===== config.mk =====
export PLATFORM = sky130hd
export DESIGN_NAME = rob_commit_ctrl
export DESIGN_NICKNAME = d
export VERILOG_FILES = /design/src/rtl/rob_commit_ctrl.sv
export SDC_FILE = /design/constraint.sdc
export NUM_CORES = 1
export LEC_CHECK = 0
export CAP_MARGIN = 20
export CORE_MARGIN = 2
export CORE_UTILIZATION = 50
export CTS_CLUSTER_DIAMETER = 80
export DETAILED_ROUTE_END_ITERATION = 7
export PLACE_DENSITY = 0.69
export SKIP_LAST_GASP = 1
export SYNTH_ARGS = -nofsm -noshare
export SYNTH_HDL_FRONTEND = slang
export SYNTH_SLANG_ARGS = --single-unit
export TNS_END_PERCENT = 10

===== constraint.sdc =====
create_clock -name clk -period 3.8 [get_ports clk]
set_input_delay 0.57 -clock clk [delete_from_list [all_inputs] [get_ports clk]]
set_output_delay 0.57 -clock clk [all_outputs]
set_load 0.03 [all_outputs]

===== src/rtl/rob_commit_ctrl.sv =====
// In-order reorder-buffer controller: allocates IDs at dispatch, records out-of-order
// completions and retires the head entry through the register-file write port.
module rob_commit_ctrl #(
    parameter int RSV_ID_W   = 4,
    parameter int REG_ADDR_W = 5,
    parameter int DATA_W     = 32
) (
    input  logic                  clk,
    input  logic                  rst,
    input  logic                  alloc_req,
    input  logic [REG_ADDR_W-1:0] alloc_dst,
    output logic                  alloc_gnt,
    output logic [RSV_ID_W-1:0]   alloc_id,
    input  logic                  cmpl_valid,
    input  logic [RSV_ID_W-1:0]   cmpl_id,
    input  logic [DATA_W-1:0]     cmpl_data,
    input  logic                  cmpl_miss,
    output logic                  rf_we,
    output logic [RSV_ID_W-1:0]   rf_que_addr,
    output logic [REG_ADDR_W-1:0] rf_addr,
    output logic [DATA_W-1:0]     rf_data,
    output logic                  pred_miss,
    output logic [RSV_ID_W:0]     count,
    output logic                  full,
    output logic                  empty
);
    localparam int DEPTH = 1 << RSV_ID_W;
    localparam logic [RSV_ID_W:0] FULL_CNT = (RSV_ID_W + 1)'(DEPTH);

    logic [DEPTH-1:0]      valid_q;
    logic [DEPTH-1:0]      done_q;
    logic [DEPTH-1:0]      miss_q;
    logic [REG_ADDR_W-1:0] dst_q  [DEPTH];
    logic [DATA_W-1:0]     data_q [DEPTH];
    logic [RSV_ID_W-1:0]   head_q;
    logic [RSV_ID_W-1:0]   tail_q;
    logic [RSV_ID_W:0]     count_q;

    logic commit_now;
    logic flush_now;
    logic alloc_fire;
    logic cmpl_fire;

    assign commit_now = valid_q[head_q] && done_q[head_q];
    assign flush_now  = commit_now && miss_q[head_q];
    assign full       = (count_q == FULL_CNT);
    assign empty      = (count_q == '0);
    assign count      = count_q;
    assign alloc_id   = tail_q;
    // No same-cycle bypass: a full buffer refuses even while retiring its head.
    assign alloc_gnt  = !rst && !full && !flush_now;
    assign alloc_fire = alloc_req && alloc_gnt;
    assign cmpl_fire  = cmpl_valid && valid_q[cmpl_id] && !done_q[cmpl_id] && !flush_now;

    always_ff @(posedge clk or posedge rst) begin
        if (rst) begin
            valid_q <= '0;
            done_q  <= '0;
            miss_q  <= '0;
            head_q  <= '0;
            tail_q  <= '0;
            count_q <= '0;
        end else if (flush_now) begin
            valid_q <= '0;
            done_q  <= '0;
            miss_q  <= '0;
            head_q  <= '0;
            tail_q  <= '0;
            count_q <= '0;
        end else begin
            if (alloc_fire) begin
                valid_q[tail_q] <= 1'b1;
                done_q[tail_q]  <= 1'b0;
                miss_q[tail_q]  <= 1'b0;
                tail_q          <= tail_q + 1'b1;
            end
            if (cmpl_fire) begin
                done_q[cmpl_id] <= 1'b1;
                miss_q[cmpl_id] <= cmpl_miss;
            end
            if (commit_now) begin
                valid_q[head_q] <= 1'b0;
                head_q          <= head_q + 1'b1;
            end
            if (alloc_fire && !commit_now) begin
                count_q <= count_q + 1'b1;
            end else if (!alloc_fire && commit_now) begin
                count_q <= count_q - 1'b1;
            end
        end
    end

    // Payload storage carries no reset; the flags decide whether it is meaningful.
    always_ff @(posedge clk) begin
        if (alloc_fire) begin
            dst_q[tail_q] <= alloc_dst;
        end
        if (cmpl_fire) begin
            data_q[cmpl_id] <= cmpl_data;
        end
    end

    always_ff @(posedge clk or posedge rst) begin
        if (rst) begin
            rf_we       <= 1'b0;
            rf_que_addr <= '0;
            rf_addr     <= '0;
            rf_data     <= '0;
            pred_miss   <= 1'b0;
        end else begin
            rf_we     <= commit_now;
            pred_miss <= flush_now;
            if (commit_now) begin
                rf_que_addr <= head_q;
                rf_addr     <= dst_q[head_q];
                rf_data     <= data_q[head_q];
            end
        end
    end
endmodule


==> results by group <==
Status
  – Status: complete, no violations

Timing
  – Slew of the pin with the lowest slew margin: 1.050 ns
  – Setup Skew: 0.03127 ns
  – RSZ-0062 raised after global routing: false
  – Fmax: 0.2945 GHz
  – Final worst slack: 0.4045 ns
  – Crit share post-route: 89.35%
  – Hold Vio Cnt, Final: 0
  – Relative slew slack: 30.03%
  – Final setup fails: 0
  – Slew Viols, Final: 0
  – Post-route minimum period: 3.395 ns
  – Setup TNS Final: 0 ns

CTS
  – Root buffer cell: clkbuf_16
  – Clk sink count: 696
  – H-tree Lvls: 3
  – Hold-fix buffers, CTS: 0
  – CTS Buf Count: 71
  – CTS clk-pin slew, worst paths: 0.06 ns
  – Max Root-Sink Buffers: 3
  – Clk_lat worst skew: 0.61 ns
  – CTS tree: yes

Floorplan
  – Die height: 239.3 um
  – IO Pins: 101
  – Initial core utilization: 50.46%
  – Die W: 239.3 um
  – Die ar.: 57280 um2
  – Number of core rows: 86
  – Core area: 54880 um2

Power and ir drop
  – Maximum vdd drop: 0.6821 mV
  – Lkg Pwr: 11.10 nW
  – PwrDens: 745.0 nW/um2

Logic synthesis
  – Share of the synthesized area in the top cell type: 64.20%
  – Number of synthesized register bits: 696
  – Synth async-reset ratio: 14.94%
  – Mapped Nets: 1495
  – Post-synth EDFFs: 592
  – Most common cell in the netlist: edfxtp_1
  – Synth top area cells: edfxtp_1 64%, mux4_2 16%, dfrtp_1 9.4%, nand2_1 2.1%, mux2i_1 0.98%
  – Cells after Synth: 1436
  – Number of library cell types mapped by synthesis: 47
  – Top_reg_cell synth: edfxtp_1
  – Synthesized area per cell: 19.28 um2
  – Post-Syn Area: 27690 um2
  – Sequential share of the synthesized area: 73.59%
  – Commonest cells post-synth: 592 x edfxtp_1, 192 x mux4_2, 157 x nand2_1, 104 x dfrtp_1, 47 x a21oi_1
  – Synth area leader: edfxtp_1
  – Ys Warns: 0

Setup path
  – Crit Path Class: reg -> reg
  – CP required: 4.28 ns
  – Crit path DAT: 3.88 ns
  – Crit end category: register
  – Max FO, Critical Path: 51
  – Critical Path Start Type: register

Drt
  – Routed via count: 14260
  – WL per Instance: 27.13 um
  – Starting DRC count in detailed routing: 1731
  – Via density: 6.096
  – DRC: 0
  – Routed Antenna Nets: 0
  – DRT Pass-1 Iters: 6
  – Drt total wl: 63.48 mm

Placed design
  – GP Congestion: 0.8846
  – IO buf count: 100
  – Cell Area, Placed: 29790 um2
  – Hpwl dp: 38.89 mm
  – DP Worst Slack: -0.07668 ns

Global routing
  – Number of global-route vias before repair: 14490
  – Grt total ovfl: 0
  – First-pass GRT wire length: 96.18 mm
  – Gr usage total: 23.10%
  – Antenna violations before repair: 1
  – Largest net degree at the start of global routing: 103

Cells and area
  – NumNets Final: 1640
  – Final Util: 58.72%
  – Post-route cell area: 32220 um2
  – Ratio of cells with drive above 1 in the final layout: 24.14%
  – Filler cell count: 4029
  – Area delta synth->final: 16.36%
  – N_diodes: 0

Job
  – Max-cap violations: 0

Min path
  – Worst hold path class: reg -> reg
## cells in the final DEF (no fill, tap or decap), types with 31 or more instances in the layout
cell type / instances
clkbuf_16: 73
nand3_1: 31
dfrtp_1: 100
mux4_2: 192
nand2_1: 156
buf_4: 32
edfxtp_1: 592
clkdlybuf4s50_1: 99
nor2_1: 37
a21oi_1: 47
## layout make-up
cell class / count / area (um2) / area share [%]
Clock buffer: 97 / 2027 / 6.291
Clock inverter: 31 / 362.8 / 1.126
Inverter: 40 / 152.6 / 0.4737
Multi-Input combinational cell: 621 / 6788 / 21.07
Sequential cell: 696 / 20390 / 63.29
Tap cell: 704 / 880.8 / 2.734
Timing Repair Buffer: 151 / 1619 / 5.025
## where the power goes
| group | switching [mW] | internal, mW | total (mW) |
|---|---|---|---|
| combinational | 4.13 | 3.27 | 7.40 |
| clock | 2.88 | 4.23 | 7.11 |
| sequential | 0.506 | 9.00 | 9.50 |
| total | 7.52 | 16.5 | 24.0 |
## logic make-up (layout without fill, tap and decap cells)
family / count (synthesis) / in the layout / share of synthesized area, %
DFF: 696 / 696 / 73.59
AOI/OAI and AO/OA: 96 / 96 / 2.142
and+or+nand+nor: 274 / 274 / 4.347
adders and majority gates: 13 / 13 / 0.6145
buffers and inverters: 119 / 319 / 1.929
xor gates and xnor gates: 5 / 5 / 0.1582
muxes: 233 / 233 / 17.21
## worst max-delay path, stage by stage (launching register included)
cell	delay [ns]
dfrtp_2	0.39
buf_12	0.32
and2_1	0.49
a22oi_1	0.14
nand2_1	0.19
nand2_4	0.07
buf_4	0.24
inv_2	0.77
mux2i_1	0.29
a22o_1	0.31
## per-layer routing
metal	vias to the layer above	track usage, %	part of all wire [%]
met4	2	6.061	1.7
met2	619	35.25	47
met3	86	3.573	7.4
met5	-	0	0.020
li1	6016	-	-
met1	7541	35.26	44
## registers in the layout, summed over array words and instances, names as in the netlist, 5 cells and up
signal	count
miss_q	16
rf_data	32
count	5
dst_q	80
done_q	16
data_q	512
rf_addr	5
valid_q	16
## per-stage QoR
step	hold WS [ns]	instances	power [mW]
2_1_floorplan	0.4973	1436	14.60
3_3_place_gp	0.4566	2208	16.97
6_report	0.4711	2340	24.01
3_5_place_dp	0.4613	2208	17.08
5_1_grt	0.4947	2340	25.05
4_1_cts	0.4772	2340	24.22
## path summary, 6_finish.rpt
kind	start	cells past startpoint	endpoint	slack, ns
worst max-delay path	head_q[3]$_DFFE_PP0P_	9	count[2]$_DFFE_PP0P_	0.40
worst min-delay path	rf_data[26]$_DFFE_PP0N_	2	rf_data[26]$_DFFE_PP0N_	0.47
worst max register to register	head_q[3]$_DFFE_PP0P_	9	count[2]$_DFFE_PP0P_	0.40
worst min register to register	rf_data[26]$_DFFE_PP0N_	2	rf_data[26]$_DFFE_PP0N_	0.47
max in group asynchronous	rst	3	rf_addr[1]$_DFFE_PP0N_	2.40
min in group asynchronous	rst	2	alloc_id[2]$_DFFE_PP0P_	0.56
## repair_timing
item / 4_1_cts / 5_1_grt
buffers inserted: 4 / 0
setup endpoints to repair: 1 / 1
resized for setup: 0 / 2
hold endpoints to repair: 0 / 0
(Power assumes the default switching activity.)
